--- config.mk ---
export PLATFORM = sky130hd
export DESIGN_NAME = byte_mem_sequencer
export DESIGN_NICKNAME = d
export VERILOG_FILES = /design/src/rtl/byte_mem_sequencer.sv
export SDC_FILE = /design/constraint.sdc
export NUM_CORES = 1
export LEC_CHECK = 0
export BUFFER_PORTS_ARGS = -buffer_cell sky130_fd_sc_hd__clkbuf_2
export CAP_MARGIN = 20
export CORE_ASPECT_RATIO = 1.5
export CORE_MARGIN = 5
export CORE_UTILIZATION = 50
export CTS_BUF_LIST = sky130_fd_sc_hd__clkbuf_4
export DETAILED_ROUTE_END_ITERATION = 10
export PLACE_DENSITY = 0.87
export SLEW_MARGIN = 20
export SYNTH_ARGS = -nofsm -noshare
export SYNTH_HDL_FRONTEND = slang
export SYNTH_SLANG_ARGS = --single-unit
--- constraint.sdc ---
create_clock -name clk -period 2.6 [get_ports clk]
set_input_delay 0.52 -clock clk [delete_from_list [all_inputs] [get_ports clk]]
set_output_delay 0.52 -clock clk [all_outputs]
set_load 0.02 [all_outputs]
--- src/rtl/byte_mem_sequencer.sv ---
// Memory-side responder for the processor load/store handshake.
// Moves 1/2/4/8 bytes (little-endian) over a byte-wide synchronous RAM port,
// one byte per cycle, and returns sign- or zero-extended load data on mem_o.
module byte_mem_sequencer (
    input  logic        clk,
    input  logic        reset,
    input  logic        memory_start,
    input  logic        sel_mem_operation,
    input  logic [1:0]  sel_mem_size,
    input  logic [2:0]  sel_mem_extension,
    input  logic [63:0] addr,
    input  logic [63:0] data_i,
    output logic        memory_done,
    output logic [63:0] mem_o,
    output logic [63:0] ram_addr,
    output logic [7:0]  ram_wdata,
    output logic        ram_we,
    input  logic [7:0]  ram_rdata
);

    localparam int unsigned RD_LAT = 1;
    localparam int unsigned XLEN   = 64;
    localparam int unsigned CNT_W  = 3;

    typedef enum logic [2:0] {
        S_IDLE,
        S_LOAD,
        S_DRAIN,
        S_STORE,
        S_DONE
    } state_t;

    state_t              state_q;
    logic [XLEN-1:0]     wdata_q;
    logic [XLEN-1:0]     asm_q;
    logic [XLEN-1:0]     mem_o_q;
    logic [XLEN-1:0]     ram_addr_q;
    logic [7:0]          ram_wdata_q;
    logic                ram_we_q;
    logic                done_q;
    logic [1:0]          size_q;
    logic                zext_q;
    logic [CNT_W-1:0]    cnt_q;

    logic [CNT_W-1:0]    last_beat_c;
    logic [CNT_W-1:0]    cnt_inc_c;
    logic [CNT_W-1:0]    cap_lane_c;
    logic [XLEN-1:0]     asm_full_c;
    logic [XLEN-1:0]     load_ext_c;
    logic                fill_c;
    logic                unused_ext_c;

    // Only bit 2 of the load func3 selects zero/sign extension.
    assign unused_ext_c = ^sel_mem_extension[1:0];

    // Beat bookkeeping: final beat index, next beat, and lane of the byte now arriving.
    always_comb begin
        last_beat_c = '0;
        case (size_q)
            2'd0:    last_beat_c = CNT_W'(0);
            2'd1:    last_beat_c = CNT_W'(1);
            2'd2:    last_beat_c = CNT_W'(3);
            default: last_beat_c = CNT_W'(7);
        endcase
        cnt_inc_c  = cnt_q + CNT_W'(1);
        cap_lane_c = cnt_q - CNT_W'(RD_LAT);
    end

    // Final assembly (last byte merged straight from the RAM) and extension.
    always_comb begin
        asm_full_c = asm_q;
        asm_full_c[{cnt_q, 3'b000} +: 8] = ram_rdata;
        fill_c     = ~zext_q;
        load_ext_c = asm_full_c;
        case (size_q)
            2'd0:    load_ext_c = {{56{fill_c & asm_full_c[7]}},  asm_full_c[7:0]};
            2'd1:    load_ext_c = {{48{fill_c & asm_full_c[15]}}, asm_full_c[15:0]};
            2'd2:    load_ext_c = {{32{fill_c & asm_full_c[31]}}, asm_full_c[31:0]};
            default: load_ext_c = asm_full_c;
        endcase
    end

    // Request sequencer: latches the request, walks the bytes, issues the done pulse.
    always_ff @(posedge clk) begin
        if (reset) begin
            state_q     <= S_IDLE;
            wdata_q     <= '0;
            asm_q       <= '0;
            mem_o_q     <= '0;
            ram_addr_q  <= '0;
            ram_wdata_q <= '0;
            ram_we_q    <= 1'b0;
            done_q      <= 1'b0;
            size_q      <= '0;
            zext_q      <= 1'b0;
            cnt_q       <= '0;
        end else begin
            case (state_q)
                S_IDLE: begin
                    if (memory_start) begin
                        ram_addr_q <= addr;
                        wdata_q    <= data_i;
                        size_q     <= sel_mem_size;
                        zext_q     <= sel_mem_extension[2];
                        cnt_q      <= '0;
                        asm_q      <= '0;
                        if (sel_mem_operation) begin
                            ram_we_q    <= 1'b1;
                            ram_wdata_q <= data_i[7:0];
                            state_q     <= S_STORE;
                        end else begin
                            ram_we_q    <= 1'b0;
                            state_q     <= S_LOAD;
                        end
                    end
                end
                S_LOAD: begin
                    // Byte for the previous beat arrives this cycle.
                    if (cnt_q != '0) begin
                        asm_q[{cap_lane_c, 3'b000} +: 8] <= ram_rdata;
                    end
                    if (cnt_q == last_beat_c) begin
                        state_q <= S_DRAIN;
                    end else begin
                        cnt_q      <= cnt_inc_c;
                        ram_addr_q <= ram_addr_q + 64'd1;
                    end
                end
                S_DRAIN: begin
                    asm_q   <= asm_full_c;
                    mem_o_q <= load_ext_c;
                    done_q  <= 1'b1;
                    state_q <= S_DONE;
                end
                S_STORE: begin
                    if (cnt_q == last_beat_c) begin
                        ram_we_q <= 1'b0;
                        done_q   <= 1'b1;
                        state_q  <= S_DONE;
                    end else begin
                        cnt_q       <= cnt_inc_c;
                        ram_addr_q  <= ram_addr_q + 64'd1;
                        ram_wdata_q <= wdata_q[{cnt_inc_c, 3'b000} +: 8];
                    end
                end
                S_DONE: begin
                    done_q  <= 1'b0;
                    state_q <= S_IDLE;
                end
                default: begin
                    state_q <= S_IDLE;
                end
            endcase
        end
    end

    assign memory_done = done_q;
    assign mem_o       = mem_o_q;
    assign ram_addr    = ram_addr_q;
    assign ram_wdata   = ram_wdata_q;
    assign ram_we      = ram_we_q;

endmodule

### Word level (Yosys, flattened, before mapping)

Cells that the tools add are included.

* add/subtract/negate cells: 5
* equal/unequal tests: 14
* shift operators: 5
* muxes and demuxes: 28
* bitwise gates (word level): 4
* reductions and logical operators: 15

Operators with widths (number)
* $pmux 64 s3: 2
* $mux 64: 4
* $bwmux 64: 2
* $pmux 64 s2: 1
* $shift 8x8->64 const A: 2
* $shiftx 8x8->64: 2
* $add 64x1->64 const B: 1
* $shiftx 64x7->8: 1
* $mux 8: 3
* $neg 6->8: 2
* $pmux 8 s2: 1
* $mux 3: 5
* $ne 2x2->1 const B: 7
* $pmux 3 s4: 1
* $reduce_and 3->1: 4
* $pmux 3 s3: 1
* $reduce_bool 3->1: 3
* $eq 3x2->1 const B: 2
* $pmux 3 s2: 1
* $mux 1: 4
* $reduce_and 2->1: 2
* $reduce_and 4->1: 1
* $reduce_bool 2->1: 2
* $add 3x1->3 const B: 1
* 14 further kinds: 16

* register bits: 275
* output and inout bits: 138
* logic and storage cells: 82

### Logic depth before layout (Yosys ltp)

* depth after elaboration: 6
* mapped depth: 13
* gate-level depth less buffers: 10

### Least setup slack after synthesis

No wires, ideal clock.

* kind: reg-to-reg
* start point: register cnt_q[0]
* end point: register mem_o_q[33], in the netlist mem_o[33]
* data arrival time: 2.700 ns
* required time: 2.468 ns
* slack: -0.232 ns
* cell stages (with the launch flop): 13
* cells stage by stage: dfxtp_1 > buf_4 > inv_1 > ha_1 > ha_1 > clkbuf_1 > o311ai_4 > mux2_2 > nand2_1 > o21ai_0 > a31oi_2 > buf_4 > a21oi_1

* longest elaborated chain between the ends: 5

RTL lines
* from (decl): RTL line 43 `logic [CNT_W-1:0] cnt_q;`
* from (signal assigned): RTL line 125 `cnt_q <= cnt_inc_c;`
* from (signal assigned): RTL line 141 `cnt_q <= cnt_inc_c;`
* $neg 6->8 *: RTL line 72 `asm_full_c[{cnt_q, 3'b000} +: 8] = ram_rdata;`
* $shiftx 8x8->64 or $shift 8x8->64 (tied branches): RTL line 72
* $bwmux 64 *: RTL line 72
* $and 1x1->1, on equally long branches: RTL line 78, 76, 77
* $pmux 64 s3 *: RTL line 75 `case (size_q)`
* to (signal assigned): RTL line 131 `mem_o_q <= load_ext_c;`
* to (decl): RTL line 36 `logic [XLEN-1:0] mem_o_q;`

Every way passes the cells marked *; elsewhere a longest branch is shown, timed or not.
A chain may end at the register's enable or synchronous reset.

### Final worst setup path

* start point: register cnt_q[1]
* end point: register asm_q[12]

* longest elaborated chain between the ends: 6

RTL lines
* $sub 3x1->3: RTL line 66 `cap_lane_c = cnt_q - CNT_W'(RD_LAT);`
* $neg 6->8: RTL line 120 `asm_q[{cap_lane_c, 3'b000} +: 8] <= ram_rdata;`
* $shiftx 8x8->64 or $shift 8x8->64 (tied branches): RTL line 120
* $bwmux 64: RTL line 120
* $mux 64: RTL line 119 `if (cnt_q != '0) begin`
* $pmux 64 s3: RTL line 98 `case (state_q)`
* to (signal, indexed assignment): RTL line 120
* to (signal assigned): RTL line 130 `asm_q <= asm_full_c;`
* to (decl): RTL line 35 `logic [XLEN-1:0] asm_q;`

Parallel ways exist; a longest one is shown, timed or not. The select of a mux whose other input is x is not followed.

==> impl_metrics.tcl <==
set metrics [dict create \
    peakVddDrop_mv 0.447 \
    avgViaCountPerCell 6.14 \
    layout_common_cells "329 x nand2_1, 279 x clkbuf_2, 273 x dfxtp_1, 205 x a21oi_1, 97 x clkbuf_4" \
    hold_slack_ps 45.4 \
    p_leak_uw 0.00656 \
    drv_slew 0 \
    synth-seq-area-share 0.393 \
    grt_max_degree 100 \
    globalRouteOverflowTotal 0 \
    worstHoldStart "sel_mem_extension[2]" \
    ant_nets 0 \
    final.setup.tns_ps 0 \
    p_per_area_mw_per_mm2 624 \
    final_cells 2408 \
    cts_buffer_depth 3 \
    drive_gt1_frac 0.256 \
    hold_end "zext_q" \
    setup_viol 0 \
    routedWlPerCell_um 18.6 \
    ff2ff_setup_slack_ps 140 \
    htreeDepth 3 \
    layout_commonest_cell "nand2_1" \
    worstPathMaxFanout 8 \
    max_clock_freq_mhz 407 \
    syn-cell-area_sq_mm 0.0140 \
    antenna_found_initial 3 \
    start_util 0.504 \
    cap_violations 0 \
    rows 75 \
    synthCells 1735 \
    grt_pass1_vias 14252 \
    post-route-period-util 0.945 \
    die-area_sq_mm 0.0315 \
    drc 0 \
    drtPass1Iterations 6 \
    synth_cell_types 83 \
    critPathLaunchType "register" \
    drtIter0Drc 1121 \
    cts_tree "yes" \
    numCtsBuffers 67 \
    ys_async_sr_fraction 0 \
    io_buffer_count 280 \
    rr_endpoint "asm_q[12]" \
    io_pins 283 \
    finalNetCount 2169 \
    cp.arrival_ps 3070 \
    period_minus_slack_ps 2460 \
    worstHoldPathType "in -> reg" \
    hold_viol 0 \
    grtUsageTotal 0.269 \
    hpwl_um 31200 \
    drt-total-wl_um 44700 \
    status "finished, final reports clean" \
    syn_nets 1892 \
    ctsHoldBuffers 0 \
    synth_warnings 0 \
    die_y_um 215 \
    synth_edf_count 0 \
    rr_startpoint "cnt_q[1]" \
    slew-limit-headroom 0.334 \
    die_w_um 147 \
    vias 14780 \
    clockRootBuffer "clkbuf_4" \
    reg2reg_depth 9 \
    fin_skew_ps 51.2 \
    final_core_util 0.608 \
    core_area_sq_mm 0.0278 \
    syn_area_per_cell_sq_um 8.07 \
    worst_pin_slew_ps 992 \
    synthFlopType "dfxtp_1" \
    ys_ff_latch 275 \
    grt_pass1_wl_um 70900 \
    numClockSinks 275 \
    gp_congestion 0.939 \
    required_ps 3210 \
    min_path_cells 3 \
    crit_path_end_kind "register" \
    areaGrowthSynthToFinish_pct 20.6 \
    path_class "reg -> reg" \
    rsz0062_at_grt "no" \
    clk_pin_slew_worst_paths_ps 70 \
    clock_latency_ps 710 \
    dp_cells 2285 \
]
report_power, final:
| group | switching (uW) | internal [uW] |
|---|---|---|
| sequential | 276 | 4490 |
| combinational | 1280 | 733 |
| clock | 1750 | 2010 |
| total | 3310 | 7230 |
sequential cells by signal, indices dropped and copies added, names as in the netlist:
register     flops
size_q           2
mem_o           64
memory_done      1
asm_q           64
ram_addr        64
zext_q           1
ram_we           1
ram_wdata        8
state_q          3
wdata_q         64
cnt_q            3
worst max path at each step:
| stage | endpoint | from | cells past startpoint |
|---|---|---|---|
| finish | asm_q[12] | cnt_q[1] | 9 |
| detailed placement | mem_o[51] | cnt_q[1] | 10 |
| global route | asm_q[8] | cnt_q[1] | 9 |
| global placement | mem_o[52] | cnt_q[1] | 10 |
| floorplan | mem_o[21] | cnt_q[1] | 13 |
| CTS | mem_o[51] | cnt_q[1] | 10 |
cell usage after synthesis (13+ instances only):
cell / instances / area share
nor3_1: 19 / 0.0068
nand3_1: 79 / 0.028
a22oi_1: 66 / 0.035
o22ai_1: 13 / 0.0058
mux2i_1: 53 / 0.038
buf_2: 23 / 0.0082
mux4_2: 16 / 0.026
buf_1: 15 / 0.0040
clkbuf_1: 105 / 0.028
and3_1: 27 / 0.012
inv_1: 32 / 0.0086
a31oi_1: 36 / 0.016
o21ai_0: 56 / 0.020
nand4_1: 31 / 0.014
dfxtp_1: 275 / 0.39
a211oi_1: 20 / 0.011
a21oi_1: 205 / 0.073
o2bb2ai_1: 48 / 0.030
nor2_1: 83 / 0.022
nand2_1: 329 / 0.088
nand2b_1: 14 / 0.0063
a221oi_1: 13 / 0.0081
metal layers:
layer,vias up,global-route usage,wire length [um]
met5,-,0,0
li1,6931,-,-
met4,0,0.157,2350
met2,759,0.476,22900
met1,6923,0.300,16300
met3,167,0.0489,3120
worst max-delay path: stages (launching register included):
cell,delay (ps)
dfxtp_2,320
inv_1,100
ha_1,210
xnor2_1,210
ha_1,280
inv_1,140
nor2_1,120
a21o_1,200
a21oi_1,580
o2bb2ai_1,190
timing repair:
item / 4_1_cts / 5_1_grt
endpoints found under the setup margin: 0 / 39
gates resized for setup: 0 / 5
setup buffers: 0 / 3
kinds of logic after synthesis:
kind of cell | share of synthesized area
flip-flops | 0.393
XOR/XNOR | 0.00241
adder cells (fa/ha/maj) | 0.0107
buffers and inverters | 0.0550
AND/OR/NAND/NOR | 0.226
multiplexers | 0.0652
AO/OA/AOI/OAI | 0.247
through the flow:
| step | power (uW) | area [sq um] | worst slack (ps) |
|---|---|---|---|
| CTS | 10600 | 16800 | 66.6 |
| detailed placement | 6850 | 15900 | 130 |
| global placement | 6790 | 15900 | 213 |
| global route | 11000 | 16900 | 0.668 |
| finish | 10500 | 16900 | 144 |
| floorplan | 6090 | 14000 | 3.33 |
area by class of cell:
cell class / count / area, sq um
Clock buffer: 97 / 728
Clock inverter: 17 / 146
Fill cell: 2427 / 10900
Antenna cell: 5 / 12.5
Timing Repair Buffer: 361 / 2160
Sequential cell: 275 / 5510
Inverter: 32 / 120
Multi-Input combinational cell: 1275 / 7780
Tap cell: 346 / 433
Power figures use the tool's default switching activity.
